`config.mk`:
```
export PLATFORM = sky130hd
export DESIGN_NAME = ctrl_pipe_hazard
export DESIGN_NICKNAME = d
export VERILOG_FILES = /design/src/rtl/ctrl_pipe_hazard.sv
export SDC_FILE = /design/constraint.sdc
export NUM_CORES = 1
export LEC_CHECK = 0
export BUFFER_PORTS_ARGS = -buffer_cell sky130_fd_sc_hd__buf_2
export CORE_MARGIN = 2
export CORE_UTILIZATION = 30
export DETAILED_ROUTE_END_ITERATION = 10
export PLACE_DENSITY_LB_ADDON = 0.1
export SLEW_MARGIN = 15
export SYNTH_ARGS = -nofsm -noshare
export SYNTH_HDL_FRONTEND = slang
export SYNTH_SLANG_ARGS = --single-unit
```
`constraint.sdc`:
```
create_clock -name clk -period 7.16 [get_ports clk]
set_input_delay 1.432 -clock clk [delete_from_list [all_inputs] [get_ports clk]]
set_output_delay 1.432 -clock clk [all_outputs]
set_load 0.005 [all_outputs]
```
`src/rtl/ctrl_pipe_hazard.sv`:
```
// ID-stage pre-decoder with EX/MEM/WB control pipeline, load-use/branch hazard
// stalls, IF/ID flush and EX-stage forwarding selects for the 5-stage MIPS core.
module ctrl_pipe_hazard #(
  parameter int REG_ADDR_W = 5,
  parameter int LOAD_STALL = 1,
  parameter int DELAY_SLOT = 0
) (
  input  logic                  clk,
  input  logic                  rst,
  input  logic                  id_valid,
  input  logic [31:0]           id_instr,
  input  logic                  br_taken,
  input  logic                  mem_ready,
  output logic                  pc_en,
  output logic                  ifid_en,
  output logic                  ifid_flush,
  output logic                  id_bubble,
  output logic                  ex_rfwr,
  output logic                  mem_rfwr,
  output logic                  wb_rfwr,
  output logic                  ex_load,
  output logic                  mem_load,
  output logic                  mem_dmwr,
  output logic [REG_ADDR_W-1:0] ex_wa,
  output logic [REG_ADDR_W-1:0] mem_wa,
  output logic [REG_ADDR_W-1:0] wb_wa,
  output logic [1:0]            fwd_a,
  output logic [1:0]            fwd_b
);

  localparam int AW = REG_ADDR_W;
  localparam logic [2:0] STALL_RELOAD = 3'(LOAD_STALL - 1);

  logic [5:0]    op, funct;
  logic [AW-1:0] f_rs, f_rt, f_rd, d_dest, d_wa, d_rs, d_rt;
  logic          d_rfwr, d_load, d_dmwr, use_rs, use_rt, is_br, is_jr, redirect;
  logic          ex_dmwr;
  logic [AW-1:0] ex_rs, ex_rt;
  logic [2:0]    stall_cnt;
  logic          load_use, br_haz, stall;

  assign op    = id_instr[31:26];
  assign funct = id_instr[5:0];
  assign f_rs  = AW'(id_instr[25:21]);
  assign f_rt  = AW'(id_instr[20:16]);
  assign f_rd  = AW'(id_instr[15:11]);

  always_comb begin
    d_rfwr   = 1'b0;
    d_load   = 1'b0;
    d_dmwr   = 1'b0;
    d_dest   = '0;
    use_rs   = 1'b0;
    use_rt   = 1'b0;
    is_br    = 1'b0;
    is_jr    = 1'b0;
    redirect = 1'b0;
    if (id_valid) begin
      case (op)
        6'h00: begin
          d_dest   = f_rd;
          d_rfwr   = (funct != 6'h08);
          use_rs   = 1'b1;
          use_rt   = 1'b1;
          is_jr    = (funct == 6'h08);
          redirect = (funct == 6'h08) || (funct == 6'h09);
        end
        6'h0D, 6'h0C, 6'h08, 6'h09: begin
          d_dest = f_rt;
          d_rfwr = 1'b1;
          use_rs = 1'b1;
        end
        6'h0F: begin
          d_dest = f_rt;
          d_rfwr = 1'b1;
        end
        6'h23, 6'h20, 6'h24, 6'h21, 6'h25: begin
          d_dest = f_rt;
          d_rfwr = 1'b1;
          d_load = 1'b1;
          use_rs = 1'b1;
        end
        6'h2B, 6'h28, 6'h29: begin
          d_dmwr = 1'b1;
          use_rs = 1'b1;
          use_rt = 1'b1;
        end
        6'h04, 6'h05: begin
          use_rs   = 1'b1;
          use_rt   = 1'b1;
          is_br    = 1'b1;
          redirect = br_taken;
        end
        6'h06, 6'h07, 6'h01: begin
          use_rs   = 1'b1;
          is_br    = 1'b1;
          redirect = br_taken;
        end
        6'h02: redirect = 1'b1;
        6'h03: begin
          d_dest   = AW'(31);
          d_rfwr   = 1'b1;
          redirect = 1'b1;
        end
        default: ;
      endcase
    end
  end

  // Unused fields are carried as $0 so they can never match a producer.
  assign d_wa = d_rfwr ? d_dest : '0;
  assign d_rs = use_rs ? f_rs : '0;
  assign d_rt = use_rt ? f_rt : '0;

  function automatic logic hit(input logic [AW-1:0] src, input logic [AW-1:0] wa,
                               input logic rfwr);
    return rfwr && (src != '0) && (src == wa);
  endfunction

  assign load_use = ex_load && (hit(d_rs, ex_wa, ex_rfwr) || hit(d_rt, ex_wa, ex_rfwr));
  assign br_haz   = (is_br || is_jr) &&
                    (hit(d_rs, ex_wa, ex_rfwr) || hit(d_rt, ex_wa, ex_rfwr) ||
                     (mem_load && (hit(d_rs, mem_wa, mem_rfwr) || hit(d_rt, mem_wa, mem_rfwr))));
  assign stall    = load_use || br_haz || (stall_cnt != 3'd0);

  assign pc_en      = mem_ready && !stall;
  assign ifid_en    = mem_ready && !stall;
  assign id_bubble  = mem_ready && stall;
  assign ifid_flush = mem_ready && !stall && (DELAY_SLOT == 0) && redirect;

  always_ff @(posedge clk) begin
    if (rst) begin
      ex_rfwr   <= 1'b0;
      ex_load   <= 1'b0;
      ex_dmwr   <= 1'b0;
      ex_wa     <= '0;
      ex_rs     <= '0;
      ex_rt     <= '0;
      mem_rfwr  <= 1'b0;
      mem_load  <= 1'b0;
      mem_dmwr  <= 1'b0;
      mem_wa    <= '0;
      wb_rfwr   <= 1'b0;
      wb_wa     <= '0;
      stall_cnt <= 3'd0;
    end else if (mem_ready) begin
      wb_rfwr  <= mem_rfwr;
      wb_wa    <= mem_wa;
      mem_rfwr <= ex_rfwr;
      mem_load <= ex_load;
      mem_dmwr <= ex_dmwr;
      mem_wa   <= ex_wa;
      if (stall) begin
        ex_rfwr <= 1'b0;
        ex_load <= 1'b0;
        ex_dmwr <= 1'b0;
        ex_wa   <= '0;
        ex_rs   <= '0;
        ex_rt   <= '0;
      end else begin
        ex_rfwr <= d_rfwr;
        ex_load <= d_load;
        ex_dmwr <= d_dmwr;
        ex_wa   <= d_wa;
        ex_rs   <= d_rs;
        ex_rt   <= d_rt;
      end
      // The first bubble is the load-use cycle itself; the counter owes the rest.
      if (stall_cnt != 3'd0) stall_cnt <= stall_cnt - 3'd1;
      else if (load_use)     stall_cnt <= STALL_RELOAD;
    end
  end

  // A load in MEM has no result yet, so only a non-load MEM producer forwards.
  always_comb begin
    fwd_a = 2'b00;
    fwd_b = 2'b00;
    if (hit(ex_rs, mem_wa, mem_rfwr) && !mem_load) fwd_a = 2'b10;
    else if (hit(ex_rs, wb_wa, wb_rfwr))           fwd_a = 2'b01;
    if (hit(ex_rt, mem_wa, mem_rfwr) && !mem_load) fwd_b = 2'b10;
    else if (hit(ex_rt, wb_wa, wb_rfwr))           fwd_b = 2'b01;
  end

endmodule
```
# [Word-level counts from Yosys, hierarchy flattened]
# Index checks and enable logic that the tools add are counted.
[op_classes] reduce_logical=49 muxes=33 add_sub_neg=1 n_eq_ne=31
[ops] operator="6-bit equality test (second input constant)" n=8
[ops] operator="6-bit by 4-bit equality test with 1-bit output (second input constant)" n=7
[ops] operator="5-bit equality test" n=8
[ops] operator="5-bit two-way mux" n=7
[ops] operator="6-bit by 3-bit equality test with 1-bit output (second input constant)" n=4
[ops] operator="1-bit logical AND" n=24
[ops] operator="5-bit nonzero test" n=4
[ops] operator="1-bit two-way mux" n=19
[ops] operator="18-bit OR reduction" n=1
[ops] operator="5-bit one-hot mux with 3 select lines" n=1
[ops] operator="6-bit by 2-bit equality test with 1-bit output (second input constant)" n=2
[ops] operator="11-bit OR reduction" n=1
[ops] operator="10-bit OR reduction" n=1
[ops] operator="5-bit OR reduction" n=2
[ops] operator="1-bit logical OR" n=7
[ops] operator="6-bit by 1-bit equality test with 1-bit output (second input constant)" n=1
[ops] operator="6-bit logical NOT" n=1
[ops] operator="3-bit two-way mux" n=2
[ops] operator="6-bit by 4-bit != test with 1-bit output (second input constant)" n=1
[ops] operator="6-bit OR reduction" n=1
[ops] operator="2-bit two-way mux" n=2
[ops] operator="1-bit one-hot mux with 3 select lines" n=1
[ops] operator="3-bit nonzero test" n=1
[ops] operator="3-bit OR reduction" n=1
[ops] operator="other kinds (6)" n=7
[word_totals] reg_bits=35 out_inout_bits=29 inputBits=37 word_cells=127

# [Logic depth before layout (Yosys ltp)]
[logic_depth] depth_word=17 depth_mapped=10 mapped_depth_nobuf=6

# [Least setup slack after synthesis]
# OpenSTA, ideal clock, no wires.
[synth_path] path_type="input port to output port" from="input port id_instr[26]" to="output port pc_en" path_buffers=3 t_required_ns=5.728 t_arrival_ns=3.097 path_slack_ns=2.631 path_stages=9 path_cell_list="buf_2 > nor2b_1 > or4b_4 > a21oi_2 > a2bb2oi_2 > nor2_2 > buf_4 > nor2_1 > buf_4"
[synth_between] elab_chain_cells=16 elab_cells_between_ends=56 cone_classes="eq/ne: 21; mux: 10; reduce/logical: 25"
[synth_rtl] item="from (decl)" line="11" rtl="input logic [31:0] id_instr,"
[synth_rtl] item="6-bit by 3-bit equality test with 1-bit output (tied with other cells)" line="59" rtl="case (op)"
[synth_rtl] item="18-bit OR reduction (no source line) or 6-bit OR reduction (tied branches)"
[synth_rtl] item="1-bit two-way mux" line="59"
[synth_rtl] item="1-bit two-way mux" line="58" rtl="if (id_valid) begin"
[synth_rtl] item="5-bit two-way mux, on equally long branches" line="112, 113"
[synth_rtl] item="5-bit nonzero test" line="117" rtl="return rfwr && (src != '0) && (src == wa);"
[synth_rtl] item="1-bit logical AND (2 in series)" line="117"
[synth_rtl] item="1-bit logical OR" line="123" rtl="(mem_load && (hit(d_rs, mem_wa, mem_rfwr) || hit(d_rt, mem_wa, mem_rfwr))));"
[synth_rtl] item="1-bit logical AND" line="123"
[synth_rtl] item="1-bit logical OR" line="122" rtl="(hit(d_rs, ex_wa, ex_rfwr) || hit(d_rt, ex_wa, ex_rfwr) ||"
[synth_rtl] item="1-bit logical AND" line="121" rtl="assign br_haz = (is_br || is_jr) &&"
[synth_rtl] item="1-bit logical OR * (2 in series)" line="124" rtl="assign stall = load_use || br_haz || (stall_cnt != 3'd0);"
[synth_rtl] item="1-bit logical NOT *"
[synth_rtl] item="1-bit logical AND *"
[synth_rtl] item="to (decl)" line="14" rtl="output logic pc_en,"
# Every way passes the cells marked *; elsewhere a longest branch is shown, timed or not.

# [Worst setup path in the final report]
[layout_path] from="input port id_instr[30]" to="output port ifid_flush"
[layout_between] elab_chain_cells=17 elab_cells_between_ends=62 cone_classes="eq/ne: 23; mux: 12; reduce/logical: 27"
[layout_rtl] item="6-bit by 3-bit equality test with 1-bit output (tied with other cells)" line="59"
[layout_rtl] item="18-bit OR reduction (no source line) or 6-bit OR reduction (tied branches)"
[layout_rtl] item="1-bit two-way mux" line="59"
[layout_rtl] item="1-bit two-way mux" line="58"
[layout_rtl] item="5-bit two-way mux, on equally long branches" line="112, 113"
[layout_rtl] item="5-bit nonzero test" line="117"
[layout_rtl] item="1-bit logical AND (2 in series)" line="117"
[layout_rtl] item="1-bit logical OR" line="123"
[layout_rtl] item="1-bit logical AND" line="123"
[layout_rtl] item="1-bit logical OR" line="122"
[layout_rtl] item="1-bit logical AND" line="121"
[layout_rtl] item="1-bit logical OR (2 in series)" line="124"
[layout_rtl] item="1-bit logical NOT" line="129" rtl="assign ifid_flush = mem_ready && !stall && (DELAY_SLOT == 0) && redirect;"
[layout_rtl] item="1-bit logical AND" line="129"
[layout_rtl] item="1-bit logical AND *" line="129"
[layout_rtl] item="to (decl)" line="16" rtl="output logic ifid_flush,"
# Marked as above.

==> results <==
- Setup repair after global routing left no endpoint under its margin.
- Entering global routing, the biggest net connects 21 pins.
- In this run the static leakage power is around 0.0012 uW.
- The clock insertion delay at the later pin of the skew report is 0.29 ns.
- The global-route track usage on met3 is 0.0309.
- At the pin with the least slew margin, the transition time is about 1.0 ns.
- In the final layout, flip-flops and latches occupy ~700 sq um.
- After clock tree synthesis, the repair step resized 0 gates.
- The layer carrying the most global-route usage is met2.
- The number of buffers inserted to repair setup after CTS is 0.
- The via count is ~2200.
- The total stage count of the critical path is 8.
- The async set or reset register ratio after synthesis is 0.
- The area of combinational cells with multiple inputs is about 1500 sq um.
- When the netlist entered floorplanning its net count stood at between 300 and 400.
- The length in cells of the worst reg-to-reg path is 6.
- The capturing point of the worst reg2reg path is ex_wa[4]$_SDFFE_PP0P_.
- Dividing the final minimum period by the clock period gives 0.711.
- In the post-synthesis netlist, the biggest area contributors are sky130_fd_sc_hd__dfxtp_1 (30%), sky130_fd_sc_hd__xnor2_1 (7.4%), sky130_fd_sc_hd__xor2_1 (6.7%).
- IR analysis of the VDD net gives a maximum drop of a little over 0.07 mV.
- TritonCTS built the clock tree.
- Summed over all failing endpoints, the final setup total negative slack is 0 ns.
- The max-slew violation total from the final report is 0.
- The critical path contains buffers and inverters numbering 2 combined.
- The final count of hold timing violations is 0.
- The worst setup path is launched from a primary input.
- Buffers placed on the I/O ports in this run total 60.
- The dominant cell by count in the synthesized netlist is sky130_fd_sc_hd__dfxtp_1.
- The largest total area in the synthesized netlist belongs to sky130_fd_sc_hd__dfxtp_1.
- The number of antenna repair diodes is 0.
- The data required time of the worst path is ~5.7 ns.
- The shortest period the worst path allows is between 5 and 6 ns.
- The capture point of the critical path is ifid_flush.
- The routed length per instance is 15.6 microns.
- The initial antenna violation count is 0.
- The area of the die is between 8000 and 9000 sq um.
- The longest individual stage delay on the worst path is about 0.68 ns.
- Setup violations remaining at the end of the flow were counted as 0.
- The path class of the tightest hold or removal check is register to register.
- Prior to clock tree synthesis, the placed netlist has a worst setup slack of roughly 2.0 ns.
- The dominant cell type by count on the critical path is sky130_fd_sc_hd__buf_2.
- The count of nets left with antenna violations after detail routing is 0.
- Max-cap violations in this run came to 0.
- The synthesis warning total is 0.
- The initialized floorplan defines 32 standard-cell rows.
- The most used flip-flop cell after synthesis is sky130_fd_sc_hd__dfxtp_1.
- For the worst setup path, the data arrival time is roughly 3.7 ns.
- Dividing the detail-routed via count by the number of cells gives 5.07.
- The clock-pin slew on the worst setup and hold paths is ~0.070 ns.
- The total global routing track utilization is 0.160.
- Measured along the x axis, the die boundary spans around 90 microns.
- The share of cells above drive strength 1 is 0.273.
- The first-pass GRT wire length is 10800 microns.
- STA classifies the critical path endpoint as an output pin.
- At the end of routability-driven placement, the weighted congestion stood at 0.824.
- The critical-path maximum fanout is 20.
- Timing would allow up to between 150 and 200 MHz.
- The CTS H-tree depth is 2.
- The via count of the first global-routing pass is between 2000 and 2500.
- The number of flops mapped to enable cells by yosys is 0.
- The residual DRC count is 0.
- The clock net in this run drives a total of 35 sinks.
- The cell count after synthesis is 281.
- The netlist area before placement is 2360 sq um.
- In the post-route analysis, the smallest setup slack over all paths is approximately 2.1 ns.
- The flow ran to the end, and the final reports show no timing, DRC or antenna violations.
- The largest clock skew in the final design is about 0.008 ns.
- The register bit count reported by yosys is 35.
- No sink is reached through more buffers than the 2 on the longest clock path.
- The startpoint identified for the worst register-to-register timing path is ex_wa[1]$_SDFFE_PP0P_.
- The HPWL after detailed placement is around 5100 microns.
- The post-synthesis area per instance is about 8.4 sq um.
- Counting instances in the post-synthesis netlist gives the leading cell types as sky130_fd_sc_hd__dfxtp_1 (35), sky130_fd_sc_hd__nand2_1 (34), sky130_fd_sc_hd__nor2_1 (23).
- During I/O placement, the number of pins put on the boundary was 66.
- For flop-to-flop paths, the worst setup slack is 4.85 ns.
- The initial utilization of the core area, before any placement, comes to 0.307.
- Summed over all layers, the global routing overflow is 0.
- The critical path is of the primary input to output pin type.
- The area growth from synthesis to layout is 17.5%.
- At the end of the flow the core is filled with cells to 0.361.
- The core area is 7690 sq um.
- After filler insertion, the fill cell instance count of the layout stands at 844.
- In this run the power density over the cells is 142 nW/um^2.
- The die boundary height is just over 90 microns.
- The met1 track utilization from global routing is 0.233.
- The tree is rooted in a sky130_fd_sc_hd__clkbuf_8.
- The count of nets after finishing is ~370.
- Of the post-synthesis cell area, the dominant cell type holds 0.296.
- The tightest hold path in the finished design has a slack of roughly 0.48 ns.
- In this run, post-CTS hold repair placed 0 buffers.
- The worst setup path startpoint is id_instr[30].
- The post-synthesis sequential area ratio is 0.296.
- The number of detailed-route iterations in the first pass is 4.
- The final routed wirelength across all metal layers is between 6000 and 7000 microns.
- The largest delay contributor family on the critical path is simple AND/OR/NAND/NOR gates.
- The startpoint identified for the worst hold timing path is stall_cnt[1]$_SDFFE_PP0P_.
- In this run, CTS created clock tree buffers numbering 5.
- The total chip power is between 300 and 400 uW.
- The count of different cell masters after synthesis is 51.
- Traced cell by cell, the critical path runs through buf_2, nor2b_1, nand3_1, nor4_1, a32oi_4, o211ai_4, nor4_2, buf_2.
- The number of DRC markers in iteration 0 is 97.
- The critical path's slowest cell is sky130_fd_sc_hd__o211ai_4.
- For met2 alone, demand over resource in global routing was 0.243.
- The worst-case headroom to the max-slew limit is 0.317.
through the flow:
stage                     cells  instance area, sq um
after floorplan             281                  2360
after global placement      424                  2690
after detailed placement    424                  2690
after CTS                   432                  2780
after global routing        432                  2780
final                       432                  2780
where the power goes:
| part | total (uW) | leakage [uW] | switching, uW | internal, uW |
|---|---|---|---|---|
| Clock | 144 | 0.0000412 | 75.6 | 68.1 |
| Combinational | 53.1 | 0.000838 | 33.3 | 19.8 |
| Sequential | 198 | 0.000282 | 1.93 | 196 |
| Total | 395 | 0.00116 | 111 | 284 |
cell type report:
cell class	count	area share
clock buffers	6	0.0261
inverters	6	0.00811
repair buffers	60	0.108
well taps	102	0.0460
clock inverters	2	0.00451
multi-input cells	221	0.555
flip-flops and latches	35	0.252
kinds of logic (layout without fill, tap and decap cells):
group	after synthesis	in the layout	synth area share
XOR/XNOR	38	38	0.141
AO/OA/AOI/OAI	54	54	0.197
AND/OR/NAND/NOR	112	112	0.240
adder cells (fa/ha/maj)	2	2	0.0106
multiplexers	15	15	0.0635
buffers and inverters	25	74	0.0519
flip-flops	35	35	0.296
cell usage in the layout (no fill, tap or decap), types with 2 or more instances in the layout:
cell | Yosys | routed
sky130_fd_sc_hd__or3_1 | 2 | 2
sky130_fd_sc_hd__nand3_1 | 8 | 8
sky130_fd_sc_hd__and3_1 | 2 | 2
sky130_fd_sc_hd__o31ai_1 | 6 | 6
sky130_fd_sc_hd__nor4_1 | 8 | 8
sky130_fd_sc_hd__inv_1 | 5 | 5
sky130_fd_sc_hd__o31ai_2 | 11 | 11
sky130_fd_sc_hd__buf_2 | 4 | 60
sky130_fd_sc_hd__o2111ai_1 | 2 | 2
sky130_fd_sc_hd__nor2_1 | 23 | 23
sky130_fd_sc_hd__nand2_1 | 34 | 34
sky130_fd_sc_hd__nor2_2 | 2 | 2
sky130_fd_sc_hd__nand4_1 | 9 | 9
sky130_fd_sc_hd__mux2i_1 | 15 | 15
sky130_fd_sc_hd__dfxtp_1 | 35 | 35
sky130_fd_sc_hd__or4_1 | 2 | 2
sky130_fd_sc_hd__nand2b_1 | 6 | 6
sky130_fd_sc_hd__ha_1 | 2 | 2
sky130_fd_sc_hd__o21ai_0 | 4 | 4
sky130_fd_sc_hd__xor2_1 | 18 | 18
sky130_fd_sc_hd__clkbuf_8 | 0 | 5
sky130_fd_sc_hd__a21oi_1 | 17 | 17
sky130_fd_sc_hd__nor3_1 | 5 | 5
sky130_fd_sc_hd__nor2b_1 | 4 | 4
sky130_fd_sc_hd__xnor2_1 | 20 | 20
state kept, by name (all words and copies together), names as in the netlist:
signal,cells
ex_rs,5
ex_rt,5
ex_wa,5
mem_wa,5
wb_wa,5
stall_cnt,3
ex_dmwr,1
ex_load,1
ex_rfwr,1
mem_dmwr,1
mem_load,1
mem_rfwr,1
wb_rfwr,1
per-layer routing:
metal	up-vias	share of wire
li1	1095	-
met1	1019	0.50
met2	72	0.42
met3	5	0.066
met4	0	0.010
met5	-	0
worst reg2reg max path: cells and delay by family, from the launching register on:
kind,cells,cell delay [ns]
AO/OA/AOI/OAI,3,1.08
XOR/XNOR,1,0.15
flip-flops,1,0.48
AND/OR/NAND/NOR,2,0.45
how the worst min path moves through the flow:
stage / end / slack, ns / cells past startpoint
2_1_floorplan: stall_cnt[1]$_SDFFE_PP0P_ / 0.44 / 2
5_1_grt: stall_cnt[2]$_SDFFE_PP0P_ / 0.51 / 2
6_report: stall_cnt[1]$_SDFFE_PP0P_ / 0.48 / 2
4_1_cts: stall_cnt[1]$_SDFFE_PP0P_ / 0.48 / 2
3_5_place_dp: stall_cnt[2]$_SDFFE_PP0P_ / 0.47 / 2
3_3_place_gp: stall_cnt[1]$_SDFFE_PP0P_ / 0.46 / 2
Power figures use the tool's default switching activity.
